===== config.mk =====
export PLATFORM = sky130hd
export DESIGN_NAME = uart_tx_buffered
export DESIGN_NICKNAME = d
export VERILOG_FILES = /design/src/rtl/uart_pkg.sv /design/src/rtl/sync_fifo.sv /design/src/rtl/uart_tx_buffered.sv
export SDC_FILE = /design/constraint.sdc
export NUM_CORES = 1
export LEC_CHECK = 0
export BUFFER_PORTS_ARGS = -buffer_cell sky130_fd_sc_hd__buf_2
export CAP_MARGIN = 20
export CELL_PAD_IN_SITES_DETAIL_PLACEMENT = 1
export CELL_PAD_IN_SITES_GLOBAL_PLACEMENT = 1
export CORE_MARGIN = 3
export CORE_UTILIZATION = 51
export DETAILED_ROUTE_END_ITERATION = 16
export HOLD_SLACK_MARGIN = 0.12
export PLACE_DENSITY = 0.86
export REMOVE_ABC_BUFFERS = 1
export SYNTH_ARGS = -nofsm -noshare
export SYNTH_HDL_FRONTEND = slang
export SYNTH_SLANG_ARGS = --single-unit

===== constraint.sdc =====
create_clock -name clk -period 2.9 [get_ports clk]
set_clock_uncertainty 0.15 [all_clocks]
set_input_delay 0.145 -clock clk [delete_from_list [all_inputs] [get_ports clk]]
set_output_delay 0.145 -clock clk [all_outputs]
set_load 0.05 [all_outputs]

===== src/rtl/uart_pkg.sv =====
// Shared UART definitions: transmitter state encoding and common line constants.
package uart_pkg;

    typedef enum logic [1:0] {
        TX_IDLE  = 2'd0,
        TX_START = 2'd1,
        TX_DATA  = 2'd2,
        TX_STOP  = 2'd3
    } tx_state_t;

    localparam int UART_DATA_BITS    = 8;
    localparam int UART_CLKS_PER_BIT = 10416;

endpackage


===== src/rtl/sync_fifo.sv =====
// Single-clock FIFO with first-word-fall-through read data and an occupancy count.
module sync_fifo #(
    parameter int WIDTH = 8,
    parameter int DEPTH = 8
) (
    input  logic                     clk,
    input  logic                     rst,
    input  logic                     push,
    input  logic [WIDTH-1:0]         wdata,
    input  logic                     pop,
    output logic [WIDTH-1:0]         rdata,
    output logic                     full,
    output logic                     empty,
    output logic [$clog2(DEPTH):0]   count
);

    localparam int AW = $clog2(DEPTH);
    localparam int CW = AW + 1;

    logic [WIDTH-1:0] mem [DEPTH];
    logic [AW-1:0]    wr_ptr;
    logic [AW-1:0]    rd_ptr;
    logic             do_push;
    logic             do_pop;

    assign full    = (count == CW'(DEPTH));
    assign empty   = (count == '0);
    assign do_push = push && !full;
    assign do_pop  = pop && !empty;
    assign rdata   = mem[rd_ptr];

    // Storage carries no reset; a flush only needs the pointers and count cleared.
    always_ff @(posedge clk) begin
        if (do_push) begin
            mem[wr_ptr] <= wdata;
        end
    end

    always_ff @(posedge clk) begin
        if (rst) begin
            wr_ptr <= '0;
            rd_ptr <= '0;
            count  <= '0;
        end else begin
            if (do_push) begin
                wr_ptr <= wr_ptr + 1'b1;
            end
            if (do_pop) begin
                rd_ptr <= rd_ptr + 1'b1;
            end
            case ({do_push, do_pop})
                2'b10:   count <= count + 1'b1;
                2'b01:   count <= count - 1'b1;
                default: count <= count;
            endcase
        end
    end

endmodule


===== src/rtl/uart_tx_buffered.sv =====
// 8N1 UART transmitter fed by a byte FIFO; frames are sent back-to-back while data is queued.
module uart_tx_buffered
    import uart_pkg::*;
#(
    parameter int CLKS_PER_BIT = UART_CLKS_PER_BIT,
    parameter int FIFO_DEPTH   = 8
) (
    input  logic                          clk,
    input  logic                          rst,
    input  logic [7:0]                    in_data,
    input  logic                          in_valid,
    output logic                          in_ready,
    output logic                          tx,
    output logic                          busy,
    output logic                          tx_done,
    output logic [$clog2(FIFO_DEPTH):0]   fifo_count
);

    localparam int                BAUD_W    = $clog2(CLKS_PER_BIT);
    localparam logic [BAUD_W-1:0] BAUD_LAST = BAUD_W'(CLKS_PER_BIT - 1);
    localparam logic [2:0]        BIT_LAST  = 3'(UART_DATA_BITS - 1);

    tx_state_t         state;
    tx_state_t         state_next;
    logic [BAUD_W-1:0] baud_cnt;
    logic [BAUD_W-1:0] baud_next;
    logic [2:0]        bit_idx;
    logic [2:0]        bit_next;
    logic [7:0]        shift;
    logic [7:0]        shift_next;
    logic              tx_next;
    logic              pop;
    logic [7:0]        head;
    logic              full;
    logic              empty;
    logic              bit_end;

    sync_fifo #(
        .WIDTH (8),
        .DEPTH (FIFO_DEPTH)
    ) u_fifo (
        .clk   (clk),
        .rst   (rst),
        .push  (in_valid),
        .wdata (in_data),
        .pop   (pop),
        .rdata (head),
        .full  (full),
        .empty (empty),
        .count (fifo_count)
    );

    assign in_ready = !full;
    assign bit_end  = (baud_cnt == BAUD_LAST);
    assign busy     = (state != TX_IDLE);
    assign tx_done  = (state == TX_STOP) && bit_end;

    always_ff @(posedge clk) begin
        if (rst) begin
            state    <= TX_IDLE;
            baud_cnt <= '0;
            bit_idx  <= '0;
            shift    <= '0;
            tx       <= 1'b1;
        end else begin
            state    <= state_next;
            baud_cnt <= baud_next;
            bit_idx  <= bit_next;
            shift    <= shift_next;
            tx       <= tx_next;
        end
    end

    always_comb begin
        state_next = state;
        baud_next  = baud_cnt + 1'b1;
        bit_next   = bit_idx;
        shift_next = shift;
        tx_next    = tx;
        pop        = 1'b0;
        case (state)
            TX_IDLE: begin
                baud_next = '0;
                tx_next   = 1'b1;
                if (!empty) begin
                    pop        = 1'b1;
                    shift_next = head;
                    bit_next   = '0;
                    tx_next    = 1'b0;
                    state_next = TX_START;
                end
            end
            TX_START: begin
                if (bit_end) begin
                    baud_next  = '0;
                    tx_next    = shift[0];
                    state_next = TX_DATA;
                end
            end
            TX_DATA: begin
                if (bit_end) begin
                    baud_next = '0;
                    if (bit_idx == BIT_LAST) begin
                        tx_next    = 1'b1;
                        state_next = TX_STOP;
                    end else begin
                        shift_next = shift >> 1;
                        tx_next    = shift[1];
                        bit_next   = bit_idx + 1'b1;
                    end
                end
            end
            TX_STOP: begin
                if (bit_end) begin
                    baud_next = '0;
                    // Chain straight into the next start bit so queued frames leave no gap.
                    if (!empty) begin
                        pop        = 1'b1;
                        shift_next = head;
                        bit_next   = '0;
                        tx_next    = 1'b0;
                        state_next = TX_START;
                    end else begin
                        tx_next    = 1'b1;
                        state_next = TX_IDLE;
                    end
                end
            end
            default: begin
                state_next = TX_IDLE;
            end
        endcase
    end

endmodule


# Word-level counts from Yosys, hierarchy flattened
# Memory sizes are Yosys's and may differ from the RTL's. A register that Yosys moved wholly into a read port is not among the register bits.
# Cells that the tools add are included.
[word_totals]
regBits = 38
latchBits = 0
ramBits = 64
romBits = 0
out_inout_bits = 8
elab_cells = 76
memories = 1
[op_classes]
add_sub_neg = 6
mul = 0
div_mod_pow = 0
magnitude_cmp = 0
n_eq_ne = 14
n_shift = 0
mux = 33
n_bitwise = 0
reduce_logical = 14
[mem_list]
columns = ["memory", "words", "word_bits", "read_ports", "rd_clocked_by_memory_dff", "write_ports", "line_no", "rtl"]
rows = [
  ["u_fifo.mem", 8, 8, 1, 1, 1, "sync_fifo.sv:20", "logic [WIDTH-1:0] mem [DEPTH];"],
]
[op_table]
columns = ["op", "count"]
rows = [
  ["8-bit two-way mux", 4],
  ["14-bit one-hot mux with 2 select lines", 1],
  ["8-bit one-hot mux with 3 select lines", 1],
  ["3-bit two-way mux", 6],
  ["14-bit by 1-bit adder with 14-bit output, second input constant", 1],
  ["14-bit equality test, second input constant", 1],
  ["14-bit two-way mux", 1],
  ["2-bit != test, second input constant", 6],
  ["1-bit two-way mux", 10],
  ["2-bit two-way mux", 5],
  ["3-bit by 1-bit adder with 3-bit output, second input constant", 3],
  ["3-bit one-hot mux with 3 select lines", 1],
  ["2-bit one-hot mux with 4 select lines", 1],
  ["4-bit one-hot mux with 2 select lines", 1],
  ["2-bit equality test, second input constant", 3],
  ["5-bit AND reduction", 1],
  ["4-bit by 1-bit adder with 4-bit output, second input constant", 1],
  ["2-bit by 1-bit equality test with 1-bit output, second input constant", 2],
  ["4-bit equality test, second input constant", 1],
  ["4-bit zero test", 1],
  ["1-bit one-hot mux with 4 select lines", 1],
  ["4-bit AND reduction", 1],
  ["2-bit nonzero test", 2],
  ["4-bit by 1-bit subtractor with 4-bit output, second input constant", 1],
  ["other kinds (8)", 11],
]

# Depth between registers and ports, before layout
# Gate-level depths: netlist of the first run.
[depth]
ltp_word = 7
mapped_depth = 12
depth_no_buf = 11

# Hierarchy
# A second synthesis of the first run with hierarchy kept.
[hier_totals]
cells_unflattened = 336
hier_area_um2 = 4650.7
[by_module_without_submodules]
columns = ["module", "n_inst", "cells_per_inst", "area_per_inst_um2", "seq_area_each_um2"]
rows = [
  ["sync_fifo", 1, 167, 3126.7, 2182.1],
  ["uart_tx_buffered", 1, 169, 1524.0, 560.5],
]

# Worst setup path before layout of the first run
# No wires, ideal clock.
[synth_path]
path_type = "register to register"
from = "register u_fifo.count[3]"
to = "register u_fifo.count[2]"
arrival_time_ns = 3.070
setup_slack_ns = -0.391
stages_incl_launch_ff = 11
path_buffers = 1
synth_period_minus_slack_ns = 3.291
path_cell_list = "dfxtp_1 -> or4b_2 -> clkbuf_1 -> nand2_2 -> ha_1 -> xor2_1 -> ha_1 -> a21oi_1 -> xor2_1 -> or3_1 -> a21oi_1"
[synth_between]
word_cells_on_any_way = 13
cone_classes = "eq/ne (3); mux (4); reduce/logical (6)"
[synth_rtl]
columns = ["item", "line_no", "rtl"]
rows = [
  ["from (decl)", "sync_fifo.sv:14", "output logic [$clog2(DEPTH):0] count"],
  ["from (signal assigned)", "sync_fifo.sv:52", "2'b10: count <= count + 1'b1;"],
  ["from (signal assigned)", "sync_fifo.sv:53", "2'b01: count <= count - 1'b1;"],
  ["from (signal assigned)", "sync_fifo.sv:54", "default: count <= count;"],
  ["4-bit equality test (*)", "sync_fifo.sv:26", "assign full = (count == CW'(DEPTH));"],
  ["1-bit zero test (*)", "--", ""],
  ["via in_ready", "uart_tx_buffered.sv:12", "output logic in_ready,"],
  ["1-bit logical AND (*)", "sync_fifo.sv:28", "assign do_push = push && !full;"],
  ["2-bit by 1-bit equality test with 1-bit output / 2-bit equality test (equally long branches)", "sync_fifo.sv:51", "case ({do_push, do_pop})"],
  ["4-bit one-hot mux with 2 select lines / 2-bit nonzero test (equally long branches)", "--", ""],
]
# Mark *: on every way through the listed nets, which the timed path passes. The rest lies on a longest branch.
# A chain may end at the register's enable or synchronous reset.

# Final worst setup path of the first run
[layout_path]
from = "register state[0]"
to = "register u_fifo.count[2]"
[layout_between]
elab_chain_cells = 5
word_cells_on_any_way = 8
cone_classes = "eq/ne (3); mux (2); reduce/logical (3)"
[layout_rtl]
columns = ["item", "line_no", "rtl"]
rows = [
  ["from (decl)", "uart_tx_buffered.sv:23", "tx_state_t state;"],
  ["from (signal assigned)", "uart_tx_buffered.sv:66", "state <= state_next;"],
  ["2-bit equality test / 2-bit zero test (equally long branches)", "uart_tx_buffered.sv:81", "case (state)"],
  ["1-bit one-hot mux with 2 select lines (*)", "uart_tx_buffered.sv:81", ""],
  ["1-bit logical AND (*)", "sync_fifo.sv:29", "assign do_pop = pop && !empty;"],
  ["2-bit by 1-bit equality test with 1-bit output / 2-bit equality test (equally long branches)", "sync_fifo.sv:51", ""],
  ["4-bit one-hot mux with 2 select lines / 2-bit nonzero test (equally long branches)", "--", ""],
]
# Mark *: on every way between the ends. The rest lies on a longest branch, timed or not.

==> results of run 1 <==
-- worst max-delay path by stage --
stage | cells past startpoint | slack [ps] | start | end
2_1_floorplan | 9 | -250 | u_fifo.count[3] | u_fifo.count[2]
3_3_place_gp | 11 | 250 | state[1] | u_fifo.count[2]
3_5_place_dp | 11 | 110 | state[1] | u_fifo.count[2]
4_1_cts | 11 | 50 | state[1] | u_fifo.count[2]
5_1_grt | 10 | 50 | baud_cnt[7] | u_fifo.count[2]
6_report | 11 | 170 | state[0] | u_fifo.count[2]
-- cell usage after synthesis (3+ instances only) --
library cell and instances:
nor3_1 16, edfxtp_1 64, a22oi_1 7, xnor2_1 9, o21ai_0 9, and3_1 8
nand2b_1 8, nand2_1 11, o2bb2ai_1 7, a21oi_1 19, mux4_2 14, xor2_1 7
a211oi_1 3, nor2b_1 6, nand4_1 4, clkbuf_1 8, nor2_1 32, mux2i_1 5
nor4_1 3, nand3_1 9, buf_4 3, buf_2 3, ha_1 13, dfxtp_1 41
inv_1 9
-- critical path: cells and delay by family (launching register included) --
kind	cells	cell delay (ps)
fa+ha+maj	3	660
compound gates	3	610
flops	1	360
xor+xnor	2	250
simple gates	3	650
-- kinds of logic after synthesis --
family / count (synthesis) / synth area share
mux: 21 / 0.0852
simple gates: 110 / 0.130
fa+ha+maj: 13 / 0.0357
compound gates: 60 / 0.0905
xor+xnor: 16 / 0.0308
buf+inv: 24 / 0.0247
flops: 105 / 0.603
-- layer usage --
layer / routed length [um] / track usage
met1: 4460 / 0.295
met2: 5740 / 0.409
met3: 434 / 0.0505
met4: 224 / 0.0715
met5: 0 / 0
-- power by group --
group          leakage (nW)  internal [W]  switching [W]
clock network         0.110      0.000365       0.000599
registers             0.916       0.00174       0.000118
logic                 0.741      0.000737        0.00113
-- per-stage QoR --
stage	setup TNS (ps)	instance area (um2)
global route	0	5160
floorplan	-246	4470
detailed placement	0	4810
CTS	0	5130
global placement	0	4810
finish	0	5160
-- state kept, by name, summed over array words and instances (netlist names), named ones only --
register and cells:
u_fifo.mem 64, baud_cnt 14, shift 8, u_fifo.count 4, bit_idx 3, u_fifo.rd_ptr 3
u_fifo.wr_ptr 3, state 2, tx 1
-- placed cells by master (no fill, tap or decap), types with 2 or more instances in the layout --
cell / count
dfxtp_1: 40
inv_12: 2
ha_1: 11
a211oi_1: 3
dlygate4sd3_1: 10
edfxtp_1: 64
inv_8: 2
a21oi_1: 19
nand3_1: 9
o21ai_0: 9
mux2i_1: 5
xor2_1: 7
nor2_1: 32
nor4_1: 3
mux2_2: 2
nor2b_1: 6
a41oi_1: 2
a22oi_1: 7
xnor2_1: 9
buf_2: 18
nand2b_1: 7
or3_1: 2
o2bb2ai_1: 7
nand4_1: 4
nand4b_1: 2
nand2_1: 11
nor3_1: 16
clkbuf_8: 9
mux4_2: 14
buf_4: 15
nand3b_1: 2
inv_1: 9
and3_1: 8
clkinv_8: 2
-- timing repair --
| action | 4_1_cts | 5_1_grt |
|---|---|---|
| gates resized for setup | 0 | 5 |
| setup buffers | 0 | 0 |
| setup endpoints to repair | 0 | 1 |
| hold endpoints to repair | 67 | 0 |
| hold buffers | 10 | 0 |
-- layout make-up --
class | instances | area [um2]
clock buffers | 9 | 124
fillers | 853 | 3270
clock inverters | 7 | 96.3
repair buffers | 43 | 303
flip-flops and latches | 105 | 2740
inverters | 9 | 33.8
well taps | 105 | 131
multi-input cells | 220 | 1720
==> impl_metrics.toml, run 1 <==
[critical_path]
arrival_ps = 2900
cp-end-kind = "flop"
required_ps = 3070
reg2reg_setup_slack_ps = 170
reg2reg_to = "u_fifo.count[2]"
worst-path-max-fanout = 7
criticalPathCategory = "flop to flop"
ff2ff_path_depth = 11
worst_path_max_delay_cell = "dfxtp_1"
cp_slowest_stage_delay_ps = 360
critPathLaunchType = "flop"
reg2reg_from = "state[0]"
worstPathCellList = "ha_1, and3b_1, a41oi_4, nor2_1, ha_2, xor2_1, ha_1, a21oi_1, xor2_1, or3_1, a21oi_1"

[drt]
drtIter0Drc = 169
antenna_left = 0
drc = 0
routed_wl_mm = 10.9
vias = 3031
vias_per_cell = 6.09
first_pass_iters = 4
wl_per_cell_um = 21.8

[clock_network]
cts_buffers = 9
clock_latency_ps = 380
htree_levels = 3
cts.sinks = 105
cts_tree = "yes"
cts_root_buffer = "clkbuf_8"
clkSlewWorstSetupHoldPaths_ps = 110
ctsLongestPathBuffers = 2

[layout]
antenna_cells = 0
post-route-util = 0.612
fin_nets = 412
layout-drive-gt1-share = 0.196
area_growth_pct = 13.3
finalNonFillerCells = 498

[global_routing]
grt_pass1_vias = 3249
grt_max_degree = 30
grt.overflow.total = 0
grt_pass1_wl_mm = 17.8
grt_use_total = 0.235
antenna_found_initial = 0

[synthesis]
synth_top_area_frac = 0.422
synthTopCellsByArea = "edfxtp_1 42%, dfxtp_1 18%, mux4_2 6.9%"
ys_ff_latch = 105
syn_area_per_cell_um2 = 13.0
ys_seq_area_frac = 0.603
synth-edff-count = 64
async_flop_share = 0
yosysWarnings = 0
synthDistinctLibCells = 51
synth_top_cell_by_area = "edfxtp_1"
synthFlopType = "edfxtp_1"
synthCells = 349
syn-cell-area_um2 = 4550

[floorplanning]
ioPinCount = 19
die_h_um = 100
dieArea_um2 = 10100
fp.dieW_um = 100
start_util = 0.540
rows = 33
core_area_um2 = 8420

[power_and_ir_drop]
p_total_w = 0.00469
powerDensity_nw_per_um2 = 910
leakagePower_nw = 1.77
peakVddDrop_v = 0.000446

[placement]
portBuffers = 18
dp.cells = 472
dp_slack_ps = 110
hpwl_mm = 7.23
gp_congestion = 0.817

[outcome]
outcome = "completed"

[timing]
fmax_ghz = 0.366
holdWs_ps = 329
setup_ws_ps = 167
slew_headroom = 0.558
worstMarginPinSlew_ps = 661
period_minus_slack_ps = 2730
rsz0062_at_grt = "false"
finalSetupViolCount = 0
period_share = 0.943
hold_viol_final = 0
slew_viol_final = 0

[min_path]
hold_class = "flop to flop"
hp-start = "baud_cnt[0]"
min_delay_path_depth = 1
hold-path-endpoint = "baud_cnt[0]"

[job]
maxCapViolCount = 0
Power figures use the tool's default switching activity.
==> run 2: changes to the inputs <==
- ABC_AREA: default -> 1
- CORE_UTILIZATION: 51 -> 43
- PLACE_DENSITY: 0.86 -> 0.82
- clock period: 2.9 -> 2.49 ns (I/O delays scaled with it)
==> run 2 against run 1 <==
  * Count of clock-buffer cells in the layout unchanged
  * Clock power up 17%
  * Maximum frequency up 14%
  * Synthesized area up 4.2%
  * Critical endpoint is now u_fifo.count[3]
==> impl_metrics.toml, run 2 <==
[global_routing]
grt.overflow.total = 0
antenna_found_initial = 0
grt_use_total = 0.204
grt_pass1_vias = 3984
grt_max_degree = 33
grt_pass1_wl_mm = 20.2

[timing]
slew_viol_final = 0
hold_viol_final = 0
slew_headroom = 0.331
worstMarginPinSlew_ps = 1000
period_minus_slack_ps = 2390
setup_ws_ps = 102
period_share = 0.959
holdWs_ps = 327
fmax_ghz = 0.419
finalSetupViolCount = 0

[drt]
drtIter0Drc = 231
drc = 0
antenna_left = 0
vias = 3718
vias_per_cell = 5.29
routed_wl_mm = 12.8
first_pass_iters = 4
wl_per_cell_um = 18.2

[critical_path]
criticalPathCategory = "flop to flop"
worst-path-max-fanout = 4
critPathLaunchType = "flop"
ff2ff_path_depth = 15
reg2reg_from = "baud_cnt[1]"
cp-end-kind = "flop"
reg2reg_setup_slack_ps = 100
arrival_ps = 2510
required_ps = 2610
reg2reg_to = "u_fifo.count[3]"

[layout]
final_common_cell = "nand2_1"
final_cell_mix = "120 x nand2_1, 83 x nor2_1, 64 x edfxtp_1, 47 x nand3_1, 35 x inv_1"
antenna_cells = 0
top_regs = "u_fifo.mem (64), baud_cnt (14), shift (8)"
fin_nets = 586
area_growth_pct = 15.9
top_register = "u_fifo.mem"
largest_reg_flops = 64
layout-drive-gt1-share = 0.176

[synthesis]
synthTopCellsByArea = "edfxtp_1 41%, dfxtp_1 17%, nand2_1 9.7%"
syn-cell-area_um2 = 4740
synthFlopType = "edfxtp_1"
async_flop_share = 0
synth_top_cell_by_area = "edfxtp_1"
ys_ff_latch = 105
synthDistinctLibCells = 35
synth_top_area_frac = 0.405
syn_area_per_cell_um2 = 9.19
synthCells = 516
synthTopCellsByCount = "123 x nand2_1, 84 x nor2_1, 64 x edfxtp_1, 48 x nand3_1, 41 x dfxtp_1"
ys_seq_area_frac = 0.578
synth-edff-count = 64
yosysWarnings = 0
yosysMostFrequentCell = "nand2_1"

[floorplanning]
start_util = 0.451
rows = 37
die_h_um = 111
core_area_um2 = 10500
ioPinCount = 19
dieArea_um2 = 12300
fp.dieW_um = 111

[power_and_ir_drop]
peakVddDrop_v = 0.000592
powerDensity_nw_per_um2 = 1030
p_total_w = 0.00568
leakagePower_nw = 2.28

[clock_network]
cts_root_buffer = "clkbuf_8"
ctsLongestPathBuffers = 2
htree_levels = 3
cts_tree = "yes"
clock_latency_ps = 380
cts_buffers = 9
clkSlewWorstSetupHoldPaths_ps = 100
cts.sinks = 105

[min_path]
hp-start = "baud_cnt[7]"
hold_class = "flop to flop"
min_delay_path_depth = 1
hold-path-endpoint = "baud_cnt[7]"

[outcome]
outcome = "completed"

[job]
maxCapViolCount = 0

[placement]
gp_congestion = 0.778
dp_slack_ps = -85.2
portBuffers = 18
hpwl_mm = 8.16
## run 2: changes by cell type in the layout (fill, tap and decap cells not counted), sizes merged, moves of 10 or more
| cell | previous run | this run |
|---|---|---|
| nor3 | 16 | 5 |
| nor2 | 32 | 87 |
| buf | 33 | 43 |
| nand2 | 12 | 126 |
| mux4 | 14 | 0 |
| inv | 14 | 44 |
| nand3 | 9 | 53 |
## run 2: per-layer routing
layer,vias up,part of all wire,track usage
li1,1781,-,-
met1,1843,0.44,0.256
met2,67,0.51,0.369
met3,27,0.029,0.0322
met4,0,0.022,0.0503
met5,-,0,0
## run 2: kinds of logic after synthesis
family,Yosys count,share of synthesized area
xor+xnor,9,0.0166
buf+inv,59,0.0578
fa+ha+maj,13,0.0343
compound gates,48,0.0538
simple gates,282,0.259
flops,105,0.578
## run 2: worst max path at each step
| stage | start | end | cells after the start |
|---|---|---|---|
| 6_report | baud_cnt[1] | u_fifo.count[3] | 15 |
| 5_1_grt | baud_cnt[13] | u_fifo.count[3] | 17 |
| 4_1_cts | baud_cnt[1] | u_fifo.count[3] | 15 |
| 3_5_place_dp | baud_cnt[0] | u_fifo.count[3] | 15 |
| 3_3_place_gp | baud_cnt[0] | u_fifo.count[2] | 14 |
| 2_1_floorplan | u_fifo.count[2] | u_fifo.count[2] | 10 |
## run 2: cell type report
type,count,area [um2]
Clock inverter,7,83.8
Inverter,41,154
Multi-Input combinational cell,352,1830
Timing Repair Buffer,53,378
Tap cell,136,170
Sequential cell,105,2750
Clock buffer,9,124
Fill cell,1205,5010
## run 2: metrics by stage
step                instance area [um2]  TNS (ps)  instances  utilization
floorplan                          4620    -11060        498            -
global placement                   5040         0        673        0.480
detailed placement                 5040      -150        673        0.480
CTS                                5390         0        699        0.513
global route                       5500      -140        703        0.523
finish                             5500         0        703        0.523
## run 2: power breakdown
part,internal [W],leakage (nW),switching [W],total (W)
logic,0.000786,1.26,0.00162,0.00241
clock network,0.000485,0.108,0.000643,0.00113
registers,0.00202,0.920,0.000115,0.00214
total,0.00329,2.28,0.00238,0.00568
## run 2: critical path: stages, from the launching register on
cell	delay (ps)
dfxtp_2	370
ha_4	150
nand3_2	120
nor2_4	130
nand3_2	110
nand2_2	100
nand2_2	90
inv_2	90
ha_4	160
buf_4	140
xor2_4	180
nand3_1	90
nand2_1	90
nand3_1	130
nor2_1	130
nor2_1	50
## run 2: what timing repair did
action	in CTS	in global routing
buffers inserted	0	4
pin swaps	2	2
resized for setup	10	21
hold buffers	10	0
hold endpoints to repair	78	0
endpoints found under the setup margin	2	9
==> run 3: changes to the inputs <==
- GPL_TIMING_DRIVEN: default -> 0
==> run 3 against run 2 <==
  * Cell count decreased by 2.6%
  * Maximum frequency about the same
  * Total power decreased by 4.5%
  * Register-to-register slack about the same
  * Combinational power decreased by 8%
  * Utilization decreased by 0.98 points
  * Die area unchanged
  * Critical path depth decreased by 1
  * Worst hold slack got worse by 20 ps
  * Flip-flop and latch count unchanged
  * Global-route usage decreased by 0.84 points
==> impl_metrics.toml, run 3 (same netlist as run 2, synthesis figures left out) <==
[critical_path]
cp-end-kind = "flop"
criticalPathCategory = "flop to flop"
critPathLaunchType = "flop"
worst-path-max-fanout = 5
arrival_ps = 2510
required_ps = 2610

[layout]
final_common_cell = "nand2_1"
antenna_cells = 0
largest_reg_flops = 64
fin_nets = 568
area_growth_pct = 13.7
top_regs = "u_fifo.mem (64), baud_cnt (14), shift (8)"
finalNonFillerCells = 685
final_cell_mix = "120 x nand2_1, 75 x nor2_1, 64 x edfxtp_1, 46 x nand3_1, 32 x dfxtp_1"
top_register = "u_fifo.mem"
layout-drive-gt1-share = 0.166

[placement]
hpwl_mm = 7.41
gp_congestion = 0.775
dp.cells = 653
portBuffers = 18
dp_slack_ps = -306

[global_routing]
grt_pass1_vias = 3955
grt_max_degree = 25
antenna_found_initial = 0
grt_pass1_wl_mm = 19.4
grt_use_total = 0.196
grt.overflow.total = 0

[drt]
wl_per_cell_um = 16.8
vias = 3600
antenna_left = 0
vias_per_cell = 5.26
first_pass_iters = 4
drc = 0
routed_wl_mm = 11.5
drtIter0Drc = 206

[timing]
setup_tns_ps = 0
hold_viol_final = 0
finalSetupViolCount = 0
slew_viol_final = 0
fmax_ghz = 0.419
setup_ws_ps = 102
worstMarginPinSlew_ps = 762
slew_headroom = 0.491
period_minus_slack_ps = 2390
period_share = 0.959

[floorplanning]
rows = 37
die_h_um = 111
start_util = 0.451
fp.dieW_um = 111
dieArea_um2 = 12300
ioPinCount = 19
core_area_um2 = 10500

[min_path]
hold_class = "flop to flop"

[clock_network]
ctsLongestPathBuffers = 2
cts_root_buffer = "clkbuf_8"
cts_tree = "yes"
clkSlewWorstSetupHoldPaths_ps = 100
cts.sinks = 105
htree_levels = 3
clock_latency_ps = 380
cts_buffers = 9

[job]
maxCapViolCount = 0

[power_and_ir_drop]
peakVddDrop_v = 0.000395
leakagePower_nw = 2.17
powerDensity_nw_per_um2 = 1010

[outcome]
outcome = "completed"
-- run 3: cell types whose count changed in the layout (fill, tap and decap cells not counted), sizes merged --
cell	previous run	this run
clkbuf	9	10
clkinvlp	0	4
buf	43	24
clkinv	3	2
bufinv	1	0
inv	44	42
-- run 3: per-layer routing --
layer	vias to the layer above	global-route usage	wire length [um]
met2	57	0.357	6070
met4	0	0.0568	144
met3	14	0.0344	379
met5	-	0	0
li1	1752	-	-
met1	1777	0.236	4930
-- run 3: path summary, 6_finish.rpt --
check / from / end / slack (ps) / cells past startpoint
worst max-delay path: state[0] / u_fifo.count[2] / 100 / 14
worst min-delay path: baud_cnt[0] / baud_cnt[0] / 310 / 1
worst max register to register: state[0] / u_fifo.count[2] / 100 / 14
worst min register to register: baud_cnt[0] / baud_cnt[0] / 310 / 1
-- run 3: power breakdown --
group,switching (W),internal [W],leakage (nW),total (W)
clock,0.000624,0.000381,0.0884,0.00101
sequential,0.000178,0.00203,0.920,0.00221
combinational,0.00147,0.000733,1.16,0.00221
-- run 3: through the flow --
step	power (W)	hold slack (ps)	area, um2	utilization
finish	0.00542	308	5390	0.513
global route	0.00584	326	5390	0.513
floorplan	0.00361	43.6	4620	-
detailed placement	0.00419	256	4910	0.467
global placement	0.00401	246	4880	0.465
CTS	0.00530	283	5290	0.503
-- run 3: what timing repair did --
| item | in CTS | in global routing |
|---|---|---|
| gates cloned | 1 | 0 |
| hold buffers | 10 | 0 |
| hold endpoints to repair | 79 | 0 |
| setup buffers | 0 | 5 |
| gates resized for setup | 21 | 28 |
| endpoints found under the setup margin | 12 | 58 |
| pin swaps | 1 | 2 |
-- run 3: worst max-delay path, stage by stage (launching register included) --
cell and delay, ps:
dfxtp_4 380, inv_2 60, ha_1 300, inv_2 60, nand2_2 90, inv_2 50, nand2_2 110, inv_4 60
ha_4 200, xor2_4 170, ha_1 190, a21oi_1 160, xnor2_1 100, o21ai_1 150, inv_1 50
-- run 3: final cells by class --
type | instances | area (um2)
Clock buffer | 10 | 128
Clock inverter | 6 | 51.3
Fill cell | 1190 | 5110
Inverter | 41 | 164
Multi-Input combinational cell | 352 | 1860
Sequential cell | 105 | 2760
Tap cell | 136 | 170
Timing Repair Buffer | 34 | 255
Timing Repair inverter | 1 | 7.51
